<file path="src/rtl/pulse_stretcher.sv">
// -----------------------------------------------------------------------------
// pulse_stretcher
//
// Purpose:
//   Turns single-cycle event pulses into fixed-width high windows on out_level.
//   Each accepted event produces one HOLD_CYCLES-wide high window, followed by
//   a GAP_CYCLES low guard. Events that arrive while a window or guard is
//   running are counted in a saturating pending counter. They are then replayed
//   back-to-back, so no two events are ever merged into one window.
//
// Ports:
//   clk        in   system clock, everything on the rising edge
//   rst        in   synchronous active-high reset (highest priority)
//   in_pulse   in   event input; every high cycle is one event
//   clear      in   synchronous flush of window, queue and overflow flag
//   out_level  out  stretched level (high while in HOLD)
//   busy       out  high while a window or guard is running
//   pend_count out  queued events that have not started yet
//   overflow   out  sticky flag: an event was dropped on a full queue
// -----------------------------------------------------------------------------
module pulse_stretcher #(
    parameter int HOLD_CYCLES = 4,
    parameter int GAP_CYCLES  = 2,
    parameter int PEND_W      = 2
) (
    input  logic              clk,
    input  logic              rst,
    input  logic              in_pulse,
    input  logic              clear,
    output logic              out_level,
    output logic              busy,
    output logic [PEND_W-1:0] pend_count,
    output logic              overflow
);

    localparam int MAX_CYC = (HOLD_CYCLES > GAP_CYCLES) ? HOLD_CYCLES : GAP_CYCLES;
    localparam int CNT_W   = $clog2(MAX_CYC + 1);

    // Counters are loaded with length-1 so that the cycle where cnt==0 is the
    // last cycle of the state.
    localparam logic [CNT_W-1:0]  HOLD_LOAD = CNT_W'(HOLD_CYCLES - 1);
    localparam logic [CNT_W-1:0]  GAP_LOAD  = CNT_W'(GAP_CYCLES - 1);
    localparam logic [CNT_W-1:0]  CNT_ZERO  = {CNT_W{1'b0}};
    localparam logic [CNT_W-1:0]  CNT_ONE   = CNT_W'(1);
    localparam logic [PEND_W-1:0] PEND_MAX  = {PEND_W{1'b1}};
    localparam logic [PEND_W-1:0] PEND_ZERO = {PEND_W{1'b0}};
    localparam logic [PEND_W-1:0] PEND_ONE  = PEND_W'(1);

    typedef enum logic [1:0] {
        ST_IDLE = 2'd0,
        ST_HOLD = 2'd1,
        ST_GAP  = 2'd2
    } state_t;

    state_t             state_q, state_d;
    logic [CNT_W-1:0]   cnt_q, cnt_d;
    logic [PEND_W-1:0]  pend_q, pend_d;
    logic               overflow_q, overflow_d;
    logic               out_level_q, out_level_d;
    logic               busy_q, busy_d;

    logic               active;
    logic               last_gap;
    logic               pend_nz;
    logic               start;
    logic               inc;
    logic               dec;

    // Queue control terms derived from the current state
    always_comb begin
        active   = (state_q == ST_HOLD) || (state_q == ST_GAP);
        last_gap = (state_q == ST_GAP) && (cnt_q == CNT_ZERO);
        pend_nz  = (pend_q != PEND_ZERO);
        start    = last_gap && (pend_nz || in_pulse);
        // A pulse on the last guard cycle with an empty queue starts the next
        // window directly instead of passing through the queue.
        inc      = active && in_pulse && !(last_gap && !pend_nz);
        dec      = last_gap && pend_nz;
    end

    // Next-state, counter, queue and registered-output computation
    always_comb begin
        state_d     = state_q;
        cnt_d       = cnt_q;
        pend_d      = pend_q;
        overflow_d  = overflow_q;
        out_level_d = 1'b0;
        busy_d      = 1'b0;

        case (state_q)
            ST_IDLE: begin
                if (in_pulse) begin
                    state_d = ST_HOLD;
                    cnt_d   = HOLD_LOAD;
                end else begin
                    state_d = ST_IDLE;
                    cnt_d   = CNT_ZERO;
                end
            end
            ST_HOLD: begin
                if (cnt_q == CNT_ZERO) begin
                    state_d = ST_GAP;
                    cnt_d   = GAP_LOAD;
                end else begin
                    state_d = ST_HOLD;
                    cnt_d   = cnt_q - CNT_ONE;
                end
            end
            ST_GAP: begin
                if (cnt_q != CNT_ZERO) begin
                    state_d = ST_GAP;
                    cnt_d   = cnt_q - CNT_ONE;
                end else if (start) begin
                    state_d = ST_HOLD;
                    cnt_d   = HOLD_LOAD;
                end else begin
                    state_d = ST_IDLE;
                    cnt_d   = CNT_ZERO;
                end
            end
            default: begin
                state_d = ST_IDLE;
                cnt_d   = CNT_ZERO;
            end
        endcase

        // Saturating queue: a simultaneous inc and dec cancel out, and a full
        // queue drops the event and raises the sticky flag.
        if (inc && !dec) begin
            if (pend_q == PEND_MAX) begin
                pend_d     = pend_q;
                overflow_d = 1'b1;
            end else begin
                pend_d     = pend_q + PEND_ONE;
            end
        end else if (dec && !inc) begin
            pend_d = pend_q - PEND_ONE;
        end else begin
            pend_d = pend_q;
        end

        // Flush overrides everything above, including a coincident pulse
        if (clear) begin
            state_d    = ST_IDLE;
            cnt_d      = CNT_ZERO;
            pend_d     = PEND_ZERO;
            overflow_d = 1'b0;
        end else begin
            state_d    = state_d;
        end

        out_level_d = (state_d == ST_HOLD);
        busy_d      = (state_d == ST_HOLD) || (state_d == ST_GAP);
    end

    // State, counter, queue and output registers with synchronous reset
    always_ff @(posedge clk) begin
        if (rst) begin
            state_q     <= ST_IDLE;
            cnt_q       <= CNT_ZERO;
            pend_q      <= PEND_ZERO;
            overflow_q  <= 1'b0;
            out_level_q <= 1'b0;
            busy_q      <= 1'b0;
        end else begin
            state_q     <= state_d;
            cnt_q       <= cnt_d;
            pend_q      <= pend_d;
            overflow_q  <= overflow_d;
            out_level_q <= out_level_d;
            busy_q      <= busy_d;
        end
    end

    assign out_level  = out_level_q;
    assign busy       = busy_q;
    assign pend_count = pend_q;
    assign overflow   = overflow_q;

endmodule
</file>
<file path="config.mk">
export PLATFORM = sky130hd
export DESIGN_NAME = pulse_stretcher
export DESIGN_NICKNAME = d
export VERILOG_FILES = /design/src/rtl/pulse_stretcher.sv
export SDC_FILE = /design/constraint.sdc
export NUM_CORES = 1
export LEC_CHECK = 0
export BUFFER_PORTS_ARGS = -buffer_cell sky130_fd_sc_hd__buf_2
export CAP_MARGIN = 20
export CORE_AREA = 2 2 39 41
export CTS_BUF_LIST = sky130_fd_sc_hd__clkbuf_8
export CTS_CLUSTER_SIZE = 14
export DETAILED_ROUTE_END_ITERATION = 16
export DIE_AREA = 0 0 41 43
export PLACE_DENSITY_LB_ADDON = 0.12
export SLEW_MARGIN = 20
export SYNTH_ARGS = -nofsm -noshare
export SYNTH_HDL_FRONTEND = slang
export SYNTH_SLANG_ARGS = --single-unit
export TNS_END_PERCENT = 5
</file>
<file path="constraint.sdc">
create_clock -name clk -period 3.6 [get_ports clk]
set_clock_uncertainty 0.1 [all_clocks]
set_input_delay 0 -clock clk [delete_from_list [all_inputs] [get_ports clk]]
set_output_delay 0 -clock clk [all_outputs]
set_load 0.03 [all_outputs]
</file>
Word-level counts from Yosys, hierarchy flattened:

Index checks and enable logic that the tools add are counted.

* output and inout port bits: 5
* register bits after elaboration: 10
* bits of input ports: 4

* add/subtract/negate cells: 3
* reductions and logical operators: 23
* mux-type cells: 14
* equal/unequal tests: 6

Operator list (count)
* $mux 2: 8
* $pmux 3 s3: 1
* $logic_and 1x1->1: 8
* $eq 2x2->1 const B: 3
* $mux 3: 2
* $pmux 2 s3: 1
* $eq 2x1->1 const B: 2
* $logic_not 1->1: 4
* $reduce_and 2->1: 2
* $reduce_bool 2->1: 2
* $logic_not 3->1: 1
* $logic_or 1x1->1: 3
* $reduce_bool 3->1: 1
* $sub 3x1->3 const B: 1
* $add 2x1->2 const B: 1
* $logic_not 2->1: 1
* $mux 1: 2
* $ne 2x2->1 const B: 1
* $reduce_or 2->1: 1
* $sub 2x1->2 const B: 1

Depth between registers and ports, before layout:

* depth in word-level cells: 9
* depth in mapped cells: 7
* depth with buffers taken out: 7

Least setup slack after synthesis:

No wires, ideal clock.

* path type: reg-to-reg
* from: register pend_q[0] (netlist: pend_count[0])
* to: register busy_q (netlist: busy)
* data arrival time: 1633 ps
* path slack: 1803 ps
* cell stages (with the launch flop): 6
* cells stage by stage: dfxtp_1 -> or3_1 -> a222oi_1 -> nor3_1 -> ha_1 -> nor2_1

* word-level cells in the longest chain between the ends: 9
* elaborated cells on any way between the ends: 10
* classes of those cells: eq/ne: 2; mux: 4; reduce/logical: 4

Ends and longest elaborated chain
* start: declaration: line 57 `logic [PEND_W-1:0] pend_q, pend_d;`
* start signal: assignment: line 168 `pend_q <= pend_d;`
* $reduce_bool 2->1 (*): line 73 `pend_nz = (pend_q != PEND_ZERO);`
* $logic_or 1x1->1 (*): line 74 `start = last_gap && (pend_nz || in_pulse);`
* $logic_and 1x1->1 (*): line 74
* $mux 1 (*): line 113 `end else if (start) begin`
* $mux 2 (*): line 110 `if (cnt_q != CNT_ZERO) begin`
* $pmux 2 s3 (*): line 90 `case (state_q)`
* $mux 2 (*): line 143 `if (clear) begin`
* net state_d[0]: line 55 `state_t state_q, state_d;`
* $eq 2x1->1 / $eq 2x2->1 (equally long branches): line 153 `busy_d = (state_d == ST_HOLD) || (state_d == ST_GAP);`
* $logic_or 1x1->1 (*): line 153
* end signal: assignment: line 171 `busy_q <= busy_d;`
* end: declaration: line 60 `logic busy_q, busy_d;`

Mark *: on every way through the listed nets, which the timed path passes. The rest lies on a longest branch.
A chain may end at the register's enable or synchronous reset.

Worst setup path after layout:

* from: register state_q[0]
* to: register busy_q (netlist: busy)

* word-level cells in the longest chain between the ends: 9
* elaborated cells on any way between the ends: 12
* classes of those cells: eq/ne: 4; mux: 4; reduce/logical: 4

Ends and longest elaborated chain
* start: declaration: line 55
* start signal: assignment: line 166 `state_q <= state_d;`
* $eq 2x2->1: line 72, 90
* $logic_and 1x1->1: line 72 `last_gap = (state_q == ST_GAP) && (cnt_q == CNT_ZERO);`
* $logic_and 1x1->1: line 74
* $mux 1: line 113
* $mux 2: line 110
* $pmux 2 s3 (*): line 90
* $mux 2 (*): line 143
* net state_d[0]: line 55
* $eq 2x1->1 / $eq 2x2->1 (equally long branches): line 153
* $logic_or 1x1->1 (*): line 153

Marks and branches as above.

==> flow_summary_export.csv <==
group,metric,value,unit
routing,vias_per_cell,5.12,
sta,layout_min_cycle_time,1880,ps
yosys,syn_inst,60,
clock_network,clk_latency,240,ps
yosys,yosysWarningCount,0,
floorplanning,die_w,41,um
global_route,grt_usage,16.4,%
worst_setup_path,worstPathArrival,1960,ps
placed_design,dp_hpwl,795,um
clock_network,cts_tree,"yes",
global_route,antenna_found_initial,0,
routing,wl,1090,um
yosys,synth_area_per_cell,9.30,um^2
sta,setup_tns,0,ps
sta,fmax,0.531,GHz
placed_design,place_area,618,um^2
floorplanning,die-area,0.00176,mm^2
clock_network,ctsResizeCount,0,
yosys,synth_area,558,um^2
sta,hold_viol_final,0,
clock_network,holdBufCountCts,3,
yosys,synth_cell_type_count,27,
floorplanning,initial_core_util,40.3,%
power,p_leak,0.307,nW
routing,dr.pass1.iters,4,
sta,rsz0062_at_grt,"no",
routing,drc,0,
sta,setup_viol,0,
layout,num-fill-cells,127,
placed_design,portBuffers,8,
clock_network,clock-root-buffer,"clkbuf_8",
min_path,hold_class,"in2reg",
global_route,grt_pass1_vias,461,
yosys,synth_nets,71,
clock_network,clk_pin_slew,50,ps
min_path,worstHoldStart,"rst",
clock_network,htree_levels,1,
worst_setup_path,startpoint,"state_q[0]$_SDFF_PP0_",
worst_setup_path,r2r-start,"state_q[0]$_SDFF_PP0_",
floorplanning,core_area,0.00138,mm^2
sta,hold_slack,413,ps
worst_setup_path,criticalPathCategory,"reg2reg",
yosys,synth.yosys.seq_area_share,35.9,%
worst_setup_path,end_kind,"register",
yosys,synth_seq_cells,10,
worst_setup_path,cp_top_family,"adder cells",
layout,syn_to_final_growth,26.0,%
worst_setup_path,crit_path_top_delay_cell,"a222oi_1",
status,outcome,"completed",
sta,finalMaxSlewViolations,0,
worst_setup_path,worstSetupStartpointType,"register",
layout,drive_gt1_share,20.0,%
clock_network,post_cts_buffers,0,
clock_network,cts_sinks,10,
global_route,grt_pass1_wl,1840,um
layout,fin_area,703,um^2
sta,fin_crit_sh,52.3,%
placed_design,routabilityCongestion,0.706,
placed_design,dp_cells,84,
worst_setup_path,worstPathRequired,3680,ps
sta,relSlewSlack,74.8,%
sta,worst_pin_slew,377,ps
global_route,grt_max_degree,9,
worst_setup_path,crit_buf_inv,1,
routing,vias,466,
layout,final_cells,91,
power,ir_drop,231,uV
worst_setup_path,crit_top_cell,"ha_1",
floorplanning,pin_count,9,
routing,wl_per_cell,12.0,um
routing,ant_nets,0,
floorplanning,rows,14,
routing,drtIter0Drc,9,
clock_network,cts_max_path_buffers,2,
worst_setup_path,path_cells,"inv_1 -> ha_1 -> and3b_1 -> a222oi_1 -> nor3_1 -> ha_1 -> nor2_1",
power,pwr_density_cell,416,mW/mm^2
worst_setup_path,worst_path_largest_cell_delay,370,ps
layout,num_antenna_cells,0,
job,drv_cap,0,
floorplanning,die_h,43,um
layout,nets,87,
clock_network,cts-buffers-inserted,3,
worst_setup_path,crit_fanout,4,
global_route,grt-ovfl-total,0,
state kept, by name, summed over array words and instances (netlist names):
| register | flops |
|---|---|
| cnt_q | 3 |
| pend_count | 2 |
| state_q | 2 |
| busy | 1 |
| out_level | 1 |
| overflow | 1 |
cell families after synthesis:
| logic type | synth area share, % |
|---|---|
| xor gates and xnor gates | 1.57 |
| muxes | 5.38 |
| and+or+nand+nor | 25.6 |
| buffers and inverters | 2.69 |
| AOI/OAI and AO/OA | 13.2 |
| DFF | 35.9 |
| adders and majority gates | 15.7 |
per-stage QoR:
stage	total power [mW]	setup WS (ps)	utilization (%)
after floorplan	0.141	1800	-
after global placement	0.151	1750	44.7
after detailed placement	0.150	1730	44.7
after CTS	0.296	1710	50.8
after global routing	0.308	1580	50.8
final	0.293	1720	50.8
layout by cell type, fill, tap and decap left out, types with 3 or more instances in the layout:
cell type / netlist / final
inv_1: 4 / 4
dlygate4sd3_1: 0 / 3
nand2_1: 3 / 3
nor2_1: 4 / 4
or3_1: 3 / 3
clkbuf_8: 0 / 4
buf_2: 0 / 8
mux2i_1: 3 / 3
nor3_1: 3 / 3
dfxtp_1: 10 / 10
ha_1: 7 / 7
cells in the mapped netlist:
| library cell | number | share of area (%) |
|---|---|---|
| dfxtp_1 | 10 | 36 |
| ha_1 | 7 | 16 |
| inv_1 | 4 | 2.7 |
| nor2_1 | 4 | 2.7 |
| mux2i_1 | 3 | 5.4 |
| nand2_1 | 3 | 2.0 |
| nor3_1 | 3 | 2.7 |
| or3_1 | 3 | 3.4 |
| a21oi_1 | 2 | 1.8 |
| and2_1 | 2 | 2.2 |
| nand3b_1 | 2 | 2.7 |
| nor2b_1 | 2 | 2.2 |
| a21boi_0 | 1 | 1.3 |
| a221o_1 | 1 | 1.8 |
| a222oi_1 | 1 | 1.8 |
| a31oi_1 | 1 | 1.1 |
| a41o_2 | 1 | 2.0 |
| and3b_1 | 1 | 1.6 |
| nand2b_1 | 1 | 1.1 |
| nor3b_1 | 1 | 1.3 |
| nor4_1 | 1 | 1.1 |
| o211ai_1 | 1 | 1.3 |
| o21ai_0 | 1 | 0.90 |
| o22ai_1 | 1 | 1.1 |
| or2_2 | 1 | 1.1 |
| or3_2 | 1 | 1.3 |
| xnor2_1 | 1 | 1.6 |
cell type report:
cell class / instances / area [um^2] / area share (%)
Multi-Input combinational cell: 46 / 343 / 48.8
Sequential cell: 10 / 200 / 28.5
Timing Repair Buffer: 11 / 70.1 / 9.96
Clock buffer: 4 / 55.1 / 7.83
Tap cell: 16 / 20.0 / 2.85
Inverter: 4 / 15.0 / 2.14
metal layers:
metal / GRT usage (%) / vias up / wire length [um]
met4: 12.0 / 0 / 17
met2: 24.7 / 10 / 516
li1: - / 246 / -
met1: 18.6 / 208 / 512
met3: 4.71 / 2 / 44
met5: 0 / - / 0
final timing paths:
kind | end | slack, ps | depth (start not counted)
max | busy$_SDFF_PP0_ | 1720 | 7
min | busy$_SDFF_PP0_ | 410 | 3
max reg2reg | busy$_SDFF_PP0_ | 1720 | 7
min reg2reg | overflow$_SDFFE_PP0P_ | 460 | 2
where the power goes:
| part | switching, mW | internal (mW) |
|---|---|---|
| sequential | 0.00167 | 0.114 |
| combinational | 0.0190 | 0.0153 |
| clock | 0.0460 | 0.0963 |
worst min-delay path: stages:
cell,delay [ps]
dlygate4sd3_1,520
buf_2,140
nor2_1,40
Power figures use the tool's default switching activity.
